--- src/rtl/program_loader.sv ---
// Boot loader: streams a valid/ready image into instruction memory from address 0, holding the core in reset until done.
// Define LOADER_CHECKSUM_EN to require a trailing checksum word (sum of image words mod 2**DATA_W).
module program_loader #(
    parameter int DATA_W = 12,
    parameter int ADDR_W = 4,
    parameter int DEPTH  = 16
) (
    input  logic              clk,
    input  logic              reset,
    input  logic              load_start,
    input  logic [ADDR_W:0]   load_len,
    input  logic              in_valid,
    input  logic [DATA_W-1:0] in_data,
    output logic              in_ready,
    output logic              imem_wr_en,
    output logic [ADDR_W-1:0] imem_addr,
    output logic [DATA_W-1:0] imem_write_data,
    output logic              cpu_reset,
    output logic              load_done,
    output logic              load_error
);

`ifdef LOADER_CHECKSUM_EN
    typedef enum logic [2:0] {IDLE = 3'd0, LOAD = 3'd1, CHECK = 3'd2, RUN = 3'd3, ERROR = 3'd4} state_t;
`else
    typedef enum logic [2:0] {IDLE = 3'd0, LOAD = 3'd1, RUN = 3'd3} state_t;
`endif

    localparam logic [ADDR_W:0] DEPTH_C = (ADDR_W+1)'(DEPTH);
    localparam logic [ADDR_W:0] ONE_C   = {{ADDR_W{1'b0}}, 1'b1};

    state_t              state_q, state_d;
    logic [ADDR_W:0]     cnt_q, cnt_d;
    logic [ADDR_W:0]     len_q, len_d;
    logic                wr_en_q, wr_en_d;
    logic [ADDR_W-1:0]   addr_q, addr_d;
    logic [DATA_W-1:0]   wdata_q, wdata_d;
    logic                cpu_reset_q, cpu_reset_d;
    logic                load_done_q, load_done_d;
    logic [ADDR_W:0]     len_sel_s;
    logic                hs_s;
    logic                last_s;

`ifdef LOADER_CHECKSUM_EN
    logic [DATA_W-1:0]   sum_q, sum_d;
    logic                load_error_q, load_error_d;

    function automatic logic [DATA_W-1:0] checksum_add(input logic [DATA_W-1:0] acc,
                                                        input logic [DATA_W-1:0] word);
        return acc + word;
    endfunction
`endif

    // A zero or oversized length means a full-depth image
    assign len_sel_s = ((load_len == {(ADDR_W+1){1'b0}}) || (load_len > DEPTH_C)) ? DEPTH_C : load_len;
`ifdef LOADER_CHECKSUM_EN
    assign in_ready  = (state_q == LOAD) || (state_q == CHECK);
`else
    assign in_ready  = (state_q == LOAD);
`endif
    assign hs_s      = in_valid & in_ready;
    assign last_s    = (cnt_q == (len_q - ONE_C));

    // Next-state and next-output computation
    always_comb begin
        state_d = state_q;
        cnt_d   = cnt_q;
        len_d   = len_q;
        wr_en_d = 1'b0;
        addr_d  = addr_q;
        wdata_d = wdata_q;
`ifdef LOADER_CHECKSUM_EN
        sum_d   = sum_q;
`endif
        case (state_q)
            LOAD: begin
                if (hs_s) begin
                    wr_en_d = 1'b1;
                    addr_d  = cnt_q[ADDR_W-1:0];
                    wdata_d = in_data;
                    cnt_d   = cnt_q + ONE_C;
`ifdef LOADER_CHECKSUM_EN
                    sum_d   = checksum_add(sum_q, in_data);
                    state_d = last_s ? CHECK : LOAD;
`else
                    state_d = last_s ? RUN : LOAD;
`endif
                end else begin
                    state_d = LOAD;
                end
            end
`ifdef LOADER_CHECKSUM_EN
            CHECK: begin
                if (hs_s) begin
                    state_d = (in_data == sum_q) ? RUN : ERROR;
                end else begin
                    state_d = CHECK;
                end
            end
            IDLE, RUN, ERROR: begin
`else
            IDLE, RUN: begin
`endif
                if (load_start) begin
                    state_d = LOAD;
                    len_d   = len_sel_s;
                    cnt_d   = {(ADDR_W+1){1'b0}};
`ifdef LOADER_CHECKSUM_EN
                    sum_d   = {DATA_W{1'b0}};
`endif
                end else begin
                    state_d = state_q;
                end
            end
            default: begin
                state_d = IDLE;
            end
        endcase
        // The core leaves reset only on the second RUN cycle, after the final write has landed
        cpu_reset_d = !((state_q == RUN) && (state_d == RUN));
        load_done_d = (state_d == RUN);
`ifdef LOADER_CHECKSUM_EN
        load_error_d = (state_d == ERROR);
`endif
    end

    // State, counters and registered outputs
    always_ff @(posedge clk or posedge reset) begin
        if (reset) begin
            state_q     <= IDLE;
            cnt_q       <= {(ADDR_W+1){1'b0}};
            len_q       <= {(ADDR_W+1){1'b0}};
            wr_en_q     <= 1'b0;
            addr_q      <= {ADDR_W{1'b0}};
            wdata_q     <= {DATA_W{1'b0}};
            cpu_reset_q <= 1'b1;
            load_done_q <= 1'b0;
`ifdef LOADER_CHECKSUM_EN
            sum_q        <= {DATA_W{1'b0}};
            load_error_q <= 1'b0;
`endif
        end else begin
            state_q     <= state_d;
            cnt_q       <= cnt_d;
            len_q       <= len_d;
            wr_en_q     <= wr_en_d;
            addr_q      <= addr_d;
            wdata_q     <= wdata_d;
            cpu_reset_q <= cpu_reset_d;
            load_done_q <= load_done_d;
`ifdef LOADER_CHECKSUM_EN
            sum_q        <= sum_d;
            load_error_q <= load_error_d;
`endif
        end
    end

    assign imem_wr_en      = wr_en_q;
    assign imem_addr       = addr_q;
    assign imem_write_data = wdata_q;
    assign cpu_reset       = cpu_reset_q;
    assign load_done       = load_done_q;
`ifdef LOADER_CHECKSUM_EN
    assign load_error      = load_error_q;
`else
    assign load_error      = 1'b0;
`endif

endmodule

--- config.mk ---
export PLATFORM = sky130hd
export DESIGN_NAME = program_loader
export DESIGN_NICKNAME = d
export VERILOG_FILES = /design/src/rtl/program_loader.sv
export SDC_FILE = /design/constraint.sdc
export NUM_CORES = 1
export LEC_CHECK = 0
export CAP_MARGIN = 20
export CORE_ASPECT_RATIO = 0.8
export CORE_MARGIN = 4
export CORE_UTILIZATION = 55
export CTS_BUF_LIST = sky130_fd_sc_hd__clkbuf_16
export CTS_CLUSTER_DIAMETER = 50
export CTS_CLUSTER_SIZE = 28
export DETAILED_ROUTE_END_ITERATION = 10
export DONT_BUFFER_PORTS = 1
export PLACE_DENSITY_LB_ADDON = 0.25
export SYNTH_ARGS = -nofsm -noshare
export SYNTH_HDL_FRONTEND = slang
export SYNTH_SLANG_ARGS = --single-unit
--- constraint.sdc ---
create_clock -name clk -period 1.6 [get_ports clk]
set_clock_uncertainty 0.2 [all_clocks]
set_input_delay 0.48 -clock clk [delete_from_list [all_inputs] [get_ports clk]]
set_output_delay 0.48 -clock clk [all_outputs]
set_load 0.02 [all_outputs]
# Word-level counts from Yosys, hierarchy flattened
# Index checks and enable logic that the tools add are counted.
# op_classes
magnitude_cmp	1
n_bitwise	1
n_eq_ne	6
muxes	10
n_addsub	2
reduce_logical	10
# op_table
op	count
$mux 5	3
$pmux 5 s2	1
$eq 3x2->1 const B	2
$pmux 3 s2	1
$add 5x1->5 const B	1
$eq 5x5->1	1
$gt 5x5->1 const B	1
$logic_not 5->1	1
$sub 5x1->5 const B	1
$mux 2	2
$reduce_and 2->1	2
$eq 3x1->1 const B	1
$logic_not 3->1	1
$mux 3	1
$reduce_and 3->1	1
$mux 1	2
$ne 2x1->1 const B	1
$ne 2x2->1 const B	1
$reduce_bool 2->1	1
$reduce_or 2->1	1
$and 1x1->1	1
$logic_and 1x1->1	1
$logic_not 1->1	1
$logic_or 1x1->1	1
# word_totals
output_inout_bits	21
regBits	32
in_bits	21

# Longest topological paths before layout
# Gate-level depths: netlist (run 1).
# depth
ltp_word	8
mapped_depth	5
ltp_nobuf	5

# Least setup slack after synthesis (run 1)
# OpenSTA, ideal clock, no wires.
# synth_path
path_kind	input to register
start	input port load_len[3]
end	register len_q[1]
setup_time_ns	0.083
cell_stages	4
path_buffers	0
setup_slack_ns	-0.164
arrival_ns	1.481
t_required_ns	1.317
cell_sequence	or4_1 ha_1 nand3b_1 o21ai_0
# synth_between
elab_chain_cells	3
word_cells_on_any_way	4
classes_between	order compare (1); mux (1); reduce/logical (2)
# synth_rtl
item	line	text
start, declared	11	input logic [ADDR_W:0] load_len,
$gt 5x5->1 / $logic_not 5->1 (equally long branches)	55	assign len_sel_s = ((load_len == {(ADDR_W+1){1'b0}}) || (load_len > DEPTH_C)) ? DEPTH_C : load_len;
$logic_or 1x1->1 (*)	55	
$mux 5 (*)	55	
end signal, assigned	132	len_q <= {(ADDR_W+1){1'b0}};
end signal, assigned	145	len_q <= len_d;
end, declared	34	logic [ADDR_W:0] len_q, len_d;
# Every way passes the cells marked *; elsewhere a longest branch is shown, timed or not.
# A chain may end at the register's enable or synchronous reset.

# Final worst setup path (run 1)
# layout_path
start	register state_q[1]
end	register cnt_q[3]
# layout_between
elab_chain_cells	4
word_cells_on_any_way	10
classes_between	eq/ne (4); mux (1); bitwise (1); reduce/logical (4)
# layout_rtl
item	line	text
start, declared	32	state_t state_q, state_d;
start signal, assigned	143	state_q <= state_d;
$eq 3x1->1, or another cell as far along	59, 75	
$and 1x1->1 / $reduce_or 2->1 (equally long branches)	61, 75	
$ne 2x1->1 (no line), or another cell as far along	-	
$reduce_and 3->1 (no line)	-	
end signal, assigned	131	cnt_q <= {(ADDR_W+1){1'b0}};
end signal, assigned	144	cnt_q <= cnt_d;
end, declared	33	logic [ADDR_W:0] cnt_q, cnt_d;
# Parallel ways exist; a longest one is shown, timed or not.

==> run summary, run 1 <==
Setup TNS - -4070 ps
Compound-cell area share of the yosys netlist - 0.0518
CTS tree - done
Boundary Pins - 42
Synthesized area per cell - 12.7 um2
Fraction of synthesized area in multiplexers - 0.137
Pins Over Slew Limit - 0
Clock root cell - sky130_fd_sc_hd__clkbuf_16
Overall global routing resource usage - 0.183
Depth of the CTS H-tree - 2
Setup crit start kind - flop
Insertion delay of the later-clocked pin in the worst-skew pair - 270 ps
Layout fillers - 164
Via count of the first global-routing pass - 932
Post-synthesis share of cell area spent on and, or, nand and nor gates - 0.100
Number of maximum-capacitance constraint violations - 0
Run status - complete, but fails checks
Ratio of total power to cell area - 1350 nW/um2
Net count of the finished layout - 156
FF+latch count, synth - 32
Worst vdd rail ir drop - 0.973 mV
Unrepaired setup endpoints after global routing - yes
Drt pass-1 iters - 4
TritonCTS buffer count - 5
Number of vias per cell - 5.46
Sequential area share after synthesis - 0.563
Post-synthesis adder-cell area fraction - 0.0264
Synth warnings - 0
Layout cells sized above 1 - 0.421
Number of distinct library cells after synthesis - 34
Count of endpoints failing setup in the final report - 24
CP max FO - 8
Period Utilization, post-route - 1.15
Port bufs - 0
Violation count after the first detailed-routing iteration - 20
Post-synth design cell area - 1420 um2
Bufs on Longest Clock Path - 2
Die Span Y - 53.5 um
GRT Residual Overflow - 0
Wire length of the first global-routing pass - 4440 um
Residual DRC - 0
Die area - 3470 um2
Required time at the endpoint of the critical path - 1560 ps
Vias - 922
Post-Route WL - 3130 um
Dominant combinational cell family by area after synthesis - multiplexers
Largest net degree at the start of global routing - 21
Post-Syn Instances - 112
Final number of hold-violating endpoints - 0
Hpwl dp - 2000 um
# diodes - 0
Fmax achieved - 0.543 GHz
Total number of clock tree sinks - 32
Worst min path class - input port to flop
Critical path capture point type - flop
Area growth syn-to-layout - 32.6%
P_leak - 0.877 nW
Effective utilization at floorplan - 0.578
Violated checks - setup timing
Post-layout worst setup margin - -243 ps
Critical path type - flop to flop
Routed wire length per instance - 18.5 um
Xor/xnor share of the synthesized area - 0.0615
Clock-pin slew of the registers on the worst-case setup and hold paths - 50 ps
Endpoint arrival time on the critical path - 1800 ps
Util after Layout - 0.767
Std cell rows - 16
Min Tclk post-route - 1840 ps
Number of antenna violations at the first check in global routing - 0
Overall die width - 64.9 um
Std-Cell Core Area - 2460 um2
DRT antenna net count - 0
GPL Wtd Cong - 0.747
-- metrics by stage --
| step | cell area, um2 | instances | hold slack (ps) | power (mW) | worst slack (ps) |
|---|---|---|---|---|---|
| after global routing | 1890 | 169 | 142 | 2.68 | -297 |
| after CTS | 1770 | 165 | 148 | 2.53 | -164 |
| after floorplan | 1490 | 113 | 316 | 1.53 | -164 |
| final | 1890 | 169 | 153 | 2.55 | -243 |
| after detailed placement | 1570 | 152 | 193 | 1.62 | -235 |
| after global placement | 1570 | 152 | 195 | 1.60 | -176 |
-- layout by cell type, fill, tap and decap left out, types with 2 or more instances in the layout --
master and n:
sky130_fd_sc_hd__dfrtp_1 31, sky130_fd_sc_hd__mux2_4 16, sky130_fd_sc_hd__buf_6 8, sky130_fd_sc_hd__buf_4 8, sky130_fd_sc_hd__inv_1 7, sky130_fd_sc_hd__xor2_1 6, sky130_fd_sc_hd__clkbuf_16 6, sky130_fd_sc_hd__o21ai_1 4
sky130_fd_sc_hd__nand4_1 3, sky130_fd_sc_hd__nor2_1 3, sky130_fd_sc_hd__nand3b_1 3, sky130_fd_sc_hd__xnor2_1 3, sky130_fd_sc_hd__ha_1 3, sky130_fd_sc_hd__conb_1 2, sky130_fd_sc_hd__clkinv_2 2
-- final timing paths --
kind                                       from                        endpoint  slack (ps)  depth (start not counted)
max                        state_q[1]$_DFF_PP0_            cnt_q[3]$_DFFE_PP0P_        -240                          6
min                                  in_data[2]  imem_write_data[2]$_DFFE_PP0P_         150                          1
max reg2reg                state_q[1]$_DFF_PP0_            cnt_q[3]$_DFFE_PP0P_        -240                          6
min reg2reg                len_q[1]$_DFFE_PP0P_            len_q[1]$_DFFE_PP0P_         360                          2
max in group asynchronous                 reset            len_q[3]$_DFFE_PP0P_         490                          3
min in group asynchronous                 reset  imem_write_data[3]$_DFFE_PP0P_         460                          3
-- area by class of cell --
type | count | area (um2) | area share
Tap cell | 36 | 45.0 | 0.0239
Timing Repair Buffer | 19 | 205 | 0.109
Multi-Input combinational cell | 67 | 671 | 0.355
Clock inverter | 3 | 13.8 | 0.00729
Clock buffer | 5 | 125 | 0.0663
Inverter | 7 | 26.3 | 0.0139
Sequential cell | 32 | 802 | 0.425
-- metal layers --
metal  global-route usage  wire length, um  vias to the layer above
met3                0.104              192                        2
met1                0.200             1250                      468
met4               0.0737               14                        0
li1                     -                -                      425
met5                    0                0                        -
met2                0.299             1670                       27
-- repair_timing --
action                                  CTS  global route
endpoints found under the setup margin   22            29
cloned                                    0             1
hold endpoints to repair                 31             0
setup buffers                             4             3
pin swaps                                 4             6
gates resized for setup                   6            17
hold buffers                              1             0
-- cell families after synthesis --
group	Yosys count
compound gates	12
xor+xnor	10
fa+ha+maj	3
buf+inv	14
flops	32
mux	17
other cells	1
simple gates	23
-- cell usage after synthesis (all sizes together) --
library cell | count | area, um2
nand3b | 3 | 22.5
nand2b | 1 | 6.26
xnor2 | 4 | 35.0
conb | 1 | 3.75
a21oi | 1 | 5.00
a22oi | 2 | 15.0
or4 | 1 | 7.51
clkbuf | 1 | 3.75
mux2 | 17 | 195
nand4 | 4 | 31.3
dfstp | 1 | 26.3
a21o | 1 | 7.51
nor2 | 5 | 18.8
nor3b | 1 | 7.51
xor2 | 6 | 52.6
buf | 6 | 51.3
nand3 | 1 | 5.00
o21a | 1 | 7.51
and3 | 2 | 12.5
nand4b | 1 | 8.76
nor3 | 1 | 5.00
o21ai | 6 | 30.0
nor4bb | 1 | 10.0
ha | 3 | 37.5
dfrtp | 31 | 776
inv | 7 | 26.3
o221ai | 1 | 8.76
nand2 | 2 | 7.51
-- critical path, stage by stage (launching register included) --
cell	delay, ps
sky130_fd_sc_hd__dfrtp_1	390
sky130_fd_sc_hd__buf_6	130
sky130_fd_sc_hd__nor4bb_4	390
sky130_fd_sc_hd__buf_6	210
sky130_fd_sc_hd__nand4_1	140
sky130_fd_sc_hd__xor2_1	200
sky130_fd_sc_hd__nor2_1	70
-- power by group --
group	switching (mW)	internal (mW)
Clock	0.306	0.562
Sequential	0.274	0.959
Combinational	0.174	0.278
Total	0.754	1.80
-- state kept, by name (all words and copies together) (netlist names) --
signal,flops
load_done,1
cpu_reset,1
imem_addr,4
cnt_q,5
len_q,5
imem_wr_en,1
state_q,3
imem_write_data,12
Power figures use the tool's default switching activity.
==> inputs of run 2 (changes only) <==
Settings changed: PLACE_DENSITY from default to 0.73, PLACE_DENSITY_LB_ADDON 0.25 to default, SKIP_LAST_GASP from default to 1.
==> run summary, run 2 (same netlist as run 1, synthesis figures left out) <==
Flip-flop count of the largest register after layout - 12 (unchanged)
Setup TNS - -3930 ps (was -4070 ps)
Routed wire length per instance - 18.5 um (about the same)
Pins Over Slew Limit - 0 (unchanged)
Worst hold slack - 152 ps (was 153 ps)
Critical path capture point type - flop (unchanged)
Count of endpoints failing setup in the final report - 24 (unchanged)
Setup crit start kind - flop (unchanged)
Boundary Pins - 42 (unchanged)
CTS tree - done (unchanged)
Pre-CTS setup slack - -216 ps (was -235 ps)
Post-layout worst setup margin - -206 ps (was -243 ps)
Die area - 3470 um2 (unchanged)
Violated checks - setup timing (unchanged)
# placed instances - 150 (was 152)
Number of maximum-capacitance constraint violations - 0 (unchanged)
Largest net degree at the start of global routing - 26 (was 21)
Hpwl dp - 1870 um (was 2000 um)
Fmax achieved - 0.554 GHz (was 0.543 GHz)
Layout cells sized above 1 - 0.351 (was 0.421)
Via count of the first global-routing pass - 882 (was 932)
Required time at the endpoint of the critical path - 1560 ps (about the same)
Run status - complete, but fails checks (unchanged)
Period Utilization, post-route - 1.13 (was 1.15)
Post-Route WL - 3090 um (was 3130 um)
Number of vias per cell - 5.49 (was 5.46)
Worst min path class - input port to flop (unchanged)
Die Span Y - 53.5 um (unchanged)
P_leak - 0.874 nW (was 0.877 nW)
Hold Path Origin - in_data[5] (was in_data[2])
Insertion delay of the later-clocked pin in the worst-skew pair - 270 ps (about the same)
CP max FO - 7 (was 8)
Total non-filler cell area in the finished layout - 1870 um2 (was 1890 um2)
Final number of hold-violating endpoints - 0 (unchanged)
Most common library cell in the layout ignoring fill and taps - sky130_fd_sc_hd__dfrtp_1 (unchanged)
Area growth syn-to-layout - 31.5% (was 32.6%)
Placed cell area - 1590 um2 (was 1570 um2)
Unrepaired setup endpoints after global routing - yes (unchanged)
Vias - 917 (was 922)
Layout fillers - 147 (was 164)
Overall die width - 64.9 um (unchanged)
Effective utilization at floorplan - 0.578 (unchanged)
DRT antenna net count - 0 (unchanged)
Critical path type - flop to flop (unchanged)
Leading cell types in the layout, fill and taps excluded - sky130_fd_sc_hd__dfrtp_1, sky130_fd_sc_hd__mux2_4, sky130_fd_sc_hd__clkbuf_16, sky130_fd_sc_hd__buf_4, sky130_fd_sc_hd__inv_1 (was sky130_fd_sc_hd__dfrtp_1, sky130_fd_sc_hd__mux2_4, sky130_fd_sc_hd__buf_6, sky130_fd_sc_hd__buf_4, sky130_fd_sc_hd__inv_1)
Startpoint of the most critical register-to-register path - state_q[1]$_DFF_PP0_ (unchanged)
Endpoint arrival time on the critical path - 1760 ps (was 1800 ps)
Std cell rows - 16 (unchanged)
Bufs on Longest Clock Path - 2 (unchanged)
Residual DRC - 0 (unchanged)
Drt pass-1 iters - 4 (unchanged)
Number of antenna violations at the first check in global routing - 0 (unchanged)
Util after Layout - 0.761 (was 0.767)
Depth of the CTS H-tree - 2 (unchanged)
TritonCTS buffer count - 5 (unchanged)
Critical path origin - state_q[1]$_DFF_PP0_ (unchanged)
Overall global routing resource usage - 0.184 (was 0.183)
Post-route total power - 2.53 mW (was 2.55 mW)
Clock root cell - sky130_fd_sc_hd__clkbuf_16 (unchanged)
Std-Cell Core Area - 2460 um2 (unchanged)
Net count of the finished layout - 154 (was 156)
Clock-pin slew of the registers on the worst-case setup and hold paths - 50 ps (about the same)
GRT Residual Overflow - 0 (unchanged)
Final cell count without fillers - 167 (was 169)
GPL Wtd Cong - 0.719 (was 0.747)
Wire length of the first global-routing pass - 4550 um (was 4440 um)
Worst vdd rail ir drop - 0.942 mV (was 0.973 mV)
Violation count after the first detailed-routing iteration - 42 (was 20)
Ratio of total power to cell area - 1350 nW/um2 (about the same)
Min Tclk post-route - 1810 ps (was 1840 ps)
Total number of clock tree sinks - 32 (unchanged)
Port bufs - 0 (unchanged)
# diodes - 0 (unchanged)
run 2: cell count changes in the layout (fill, tap and decap cells not counted), moves of 2 or more:
cell and change:
sky130_fd_sc_hd__buf_6 -6, sky130_fd_sc_hd__clkbuf_16 +2, sky130_fd_sc_hd__buf_12 +2, sky130_fd_sc_hd__nor2_1 +2
run 2: what timing repair did:
| item | 4_1_cts | 5_1_grt |
|---|---|---|
| hold buffers | 1 | 0 |
| setup buffers | 2 | 3 |
| cloned | 0 | 3 |
| endpoints found under the setup margin | 21 | 25 |
| pin swaps | 0 | 6 |
| endpoints found under the hold margin | 8 | 0 |
| resized for setup | 1 | 5 |
run 2: cell type report:
cell class,instances,area [um2],share of cell area
clock inverters,3,13.8,0.00735
clock buffers,5,125,0.0668
inverters,7,26.3,0.0140
well taps,36,45.0,0.0240
flip-flops and latches,32,802,0.428
multi-input cells,67,633,0.338
repair buffers,17,228,0.122
run 2: critical path: stages, from the launching register on:
cell and delay (ps):
sky130_fd_sc_hd__dfrtp_1 410, sky130_fd_sc_hd__buf_4 150, sky130_fd_sc_hd__nor4bb_4 270, sky130_fd_sc_hd__buf_6 170
sky130_fd_sc_hd__buf_12 130, sky130_fd_sc_hd__nand4_1 120, sky130_fd_sc_hd__xor2_1 190, sky130_fd_sc_hd__nor2_1 60
run 2: routing by layer:
layer	share of wire	GRT usage
met1	0.43	0.219
met2	0.50	0.297
met3	0.077	0.0828
met4	0	0.0632
met5	0	0
run 2: power breakdown:
| part | internal [mW] | switching (mW) |
|---|---|---|
| combinational | 0.271 | 0.168 |
| clock | 0.563 | 0.310 |
| sequential | 0.959 | 0.264 |
run 2: final timing paths:
kind	to	slack (ps)	depth (start not counted)
max	cnt_q[3]$_DFFE_PP0P_	-210	7
max reg2reg	cnt_q[3]$_DFFE_PP0P_	-210	7
min reg2reg	len_q[4]$_DFFE_PP0P_	360	2
min in group asynchronous	len_q[3]$_DFFE_PP0P_	460	2
max in group asynchronous	imem_write_data[10]$_DFFE_PP0P_	270	3
min	imem_write_data[5]$_DFFE_PP0P_	150	1
==> inputs of run 3 (changes only) <==
Settings changed: ABC_AREA from default to 1, CTS_CLUSTER_SIZE 28 to default.
==> run summary, run 3 <==
WHS Endpoint - imem_write_data[0]$_DFFE_PP0P_ (was imem_write_data[5]$_DFFE_PP0P_)
Hpwl dp - 2290 um (was 1870 um)
CTS tree - done (unchanged)
Synthesized area per cell - 7.95 um2 (was 12.7 um2)
Min Tclk post-route - 1660 ps (was 1810 ps)
Number of maximum-capacitance constraint violations - 0 (unchanged)
Critical path type - flop to primary output (was flop to flop)
Via count of the first global-routing pass - 1174 (was 882)
Critical path capture point type - primary output (was flop)
Run status - complete, but fails checks (unchanged)
Std-Cell Core Area - 2540 um2 (was 2460 um2)
Post-Syn Instances - 191 (was 112)
Residual DRC - 0 (unchanged)
Synth top cells by count - sky130_fd_sc_hd__nand2_1, sky130_fd_sc_hd__dfrtp_1, sky130_fd_sc_hd__inv_1, sky130_fd_sc_hd__nor2_1, sky130_fd_sc_hd__o21ai_0 (was sky130_fd_sc_hd__dfrtp_1, sky130_fd_sc_hd__mux2_2, sky130_fd_sc_hd__inv_1, sky130_fd_sc_hd__xor2_1, sky130_fd_sc_hd__nor2_1)
Violated checks - setup timing (unchanged)
Worst vdd rail ir drop - 0.798 mV (was 0.942 mV)
Required time at the endpoint of the critical path - 920 ps (was 1560 ps)
Effective utilization at floorplan - 0.597 (was 0.578)
Post-Route WL - 3380 um (was 3090 um)
Startpoint of the most critical register-to-register path - state_q[2]$_DFF_PP0_ (was state_q[1]$_DFF_PP0_)
Final cell count without fillers - 246 (was 167)
# placed instances - 228 (was 150)
FF+latch count, synth - 32 (unchanged)
Std cell rows - 16 (unchanged)
Number of vias per cell - 5.20 (was 5.49)
Worst hold slack - 129 ps (was 152 ps)
Most common library cell in the layout ignoring fill and taps - sky130_fd_sc_hd__nand2_1 (was sky130_fd_sc_hd__dfrtp_1)
Routed wire length per instance - 13.7 um (was 18.5 um)
Layout cells sized above 1 - 0.176 (was 0.351)
Hold Path Origin - in_data[0] (was in_data[5])
# diodes - 0 (unchanged)
Fmax achieved - 0.602 GHz (was 0.554 GHz)
DRT antenna net count - 0 (unchanged)
Overall die width - 66.8 um (was 64.9 um)
Bufs on Longest Clock Path - 2 (unchanged)
Synth warnings - 0 (unchanged)
Reg-to-reg critical path endpoint - cnt_q[2]$_DFFE_PP0P_ (was cnt_q[3]$_DFFE_PP0P_)
Number of cells on the worst hold path - 2 (was 1)
Pre-CTS setup slack - -276 ps (was -216 ps)
Vias - 1279 (was 917)
Part of the total power dissipated in the clock network - 0.311 (was 0.344)
Sequential area share after synthesis - 0.528 (was 0.563)
Overall global routing resource usage - 0.195 (was 0.184)
Drt pass-1 iters - 4 (unchanged)
Insertion delay of the later-clocked pin in the worst-skew pair - 270 ps (about the same)
Setup crit start kind - flop (unchanged)
Number of enable flip-flop cells after synthesis - 0 (unchanged)
Worst min path class - input port to flop (unchanged)
Register-to-Register Setup Slack - -30 ps (was -210 ps)
Primary flip-flop cell chosen by synthesis mapping - sky130_fd_sc_hd__dfrtp_1 (unchanged)
Biggest area consumer among synthesized cells - sky130_fd_sc_hd__dfrtp_1 (unchanged)
P_leak - 0.999 nW (was 0.874 nW)
Total number of clock tree sinks - 32 (unchanged)
Die area - 3670 um2 (was 3470 um2)
Period Utilization, post-route - 1.04 (was 1.13)
Final number of hold-violating endpoints - 0 (unchanged)
Area share of the leading cell type in the synthesized netlist - 0.511 (was 0.545)
Post-synth design cell area - 1520 um2 (was 1420 um2)
Clock root cell - sky130_fd_sc_hd__clkbuf_16 (unchanged)
GRT Residual Overflow - 0 (unchanged)
CP max FO - 2 (was 7)
Largest cells by area after synthesis - sky130_fd_sc_hd__dfrtp_1, sky130_fd_sc_hd__nand2_1, sky130_fd_sc_hd__inv_1 (was sky130_fd_sc_hd__dfrtp_1, sky130_fd_sc_hd__mux2_2, sky130_fd_sc_hd__xor2_1)
Net switching power of the design - 0.940 mW (was 0.742 mW)
Depth of the CTS H-tree - 2 (unchanged)
Flip-flop count of the largest register after layout - 12 (unchanged)
Largest net degree at the start of global routing - 24 (was 26)
Unrepaired setup endpoints after global routing - yes (unchanged)
Most frequent cell after synthesis - sky130_fd_sc_hd__nand2_1 (was sky130_fd_sc_hd__dfrtp_1)
Placed cell area - 1590 um2 (about the same)
Clock-pin slew of the registers on the worst-case setup and hold paths - 40 ps (was 50 ps)
TritonCTS buffer count - 5 (unchanged)
Combinational share of power - 0.207 (was 0.173)
Boundary Pins - 42 (unchanged)
Power Internal - 1.78 mW (was 1.79 mW)
Util after Layout - 0.735 (was 0.761)
Port bufs - 0 (unchanged)
Endpoint arrival time on the critical path - 980 ps (was 1760 ps)
Wire length of the first global-routing pass - 5180 um (was 4550 um)
Violation count after the first detailed-routing iteration - 71 (was 42)
Worst reg-to-reg path cell count - 7 (unchanged)
Count of endpoints failing setup in the final report - 5 (was 24)
Pins Over Slew Limit - 0 (unchanged)
Part of the total power dissipated in sequential elements - 0.482 (was 0.483)
Total non-filler cell area in the finished layout - 1870 um2 (about the same)
Number of distinct library cells after synthesis - 23 (was 34)
Leading cell types in the layout, fill and taps excluded - sky130_fd_sc_hd__nand2_1, sky130_fd_sc_hd__dfrtp_1, sky130_fd_sc_hd__inv_1 (was sky130_fd_sc_hd__dfrtp_1, sky130_fd_sc_hd__mux2_4, sky130_fd_sc_hd__clkbuf_16, sky130_fd_sc_hd__buf_4, sky130_fd_sc_hd__inv_1)
GPL Wtd Cong - 0.878 (was 0.719)
Ratio of total power to cell area - 1460 nW/um2 (was 1350 nW/um2)
Number of antenna violations at the first check in global routing - 0 (unchanged)
Net count of the finished layout - 234 (was 154)
Die Span Y - 55.0 um (was 53.5 um)
Post-layout worst setup margin - -61.5 ps (was -206 ps)
Area growth syn-to-layout - 23.0% (was 31.5%)
Switching share of power - 0.345 (was 0.293)
FFs w/ async S/R, synth - 1.00 (unchanged)
[run 3: changes by cell type after synthesis, sizes merged, moves of 5 or more]
cell / delta
o21ai: +5
xor2: -5
nand2: +84
nand3: +6
mux2: -17
nor2: +8
inv: +15
[run 3: cell type report]
class	instances	area [um2]
clock buffers	5	125
clock inverters	2	7.51
fillers	187	674
inverters	22	85.1
multi-input cells	134	664
flip-flops and latches	32	802
well taps	36	45.0
repair buffers	15	139
[run 3: worst max-delay path, cell delays in order (launching register included)]
cell and delay, ps:
sky130_fd_sc_hd__dfrtp_1 380, sky130_fd_sc_hd__inv_2 80, sky130_fd_sc_hd__nand2_4 60, sky130_fd_sc_hd__nor2_4 80, sky130_fd_sc_hd__buf_6 120
[run 3: logic make-up after synthesis]
kind of cell	count (synthesis)	synth area share
DFF	32	0.528
adders and majority gates	3	0.0247
and+or+nand+nor	114	0.318
AOI/OAI and AO/OA	13	0.0445
buffers and inverters	26	0.0708
xor gates and xnor gates	2	0.0115
other	1	0.00247
[run 3: worst max path at each step]
stage	from	endpoint	depth (start not counted)
after floorplan	load_len[3]	len_q[2]$_DFFE_PP0P_	5
after global placement	load_len[3]	len_q[2]$_DFFE_PP0P_	5
after detailed placement	load_len[3]	len_q[1]$_DFFE_PP0P_	5
after CTS	state_q[2]$_DFF_PP0_	in_ready	4
after global routing	state_q[2]$_DFF_PP0_	in_ready	4
final	state_q[2]$_DFF_PP0_	in_ready	4
[run 3: timing repair]
action	CTS	global route
hold buffers	1	0
endpoints found under the setup margin	3	13
pin swaps	1	6
gates resized for setup	6	13
setup buffers	3	7
endpoints found under the hold margin	8	0
[run 3: power groups by stage]
stage / Clock (mW) / Sequential (mW) / Combinational, mW
6_report: 0.847 / 1.31 / 0.563
5_1_grt: 0.903 / 1.33 / 0.657
4_1_cts: 0.859 / 1.31 / 0.503
3_5_place_dp: 0 / 1.32 / 0.486
3_3_place_gp: 0 / 1.31 / 0.464
2_1_floorplan: 0 / 1.27 / 0.399
[run 3: layer usage]
layer,up-vias,track usage,part of all wire
met5,-,0,0
met1,583,0.237,0.40
li1,623,-,-
met2,59,0.316,0.50
met3,14,0.0626,0.077
met4,0,0.0980,0.028
[run 3: metrics by stage]
| step | total power, mW | TNS (ps) |
|---|---|---|
| 4_1_cts | 2.67 | -130 |
| 6_report | 2.72 | -134 |
| 3_3_place_gp | 1.78 | -582 |
| 2_1_floorplan | 1.67 | -523 |
| 3_5_place_dp | 1.80 | -844 |
| 5_1_grt | 2.89 | -1220 |
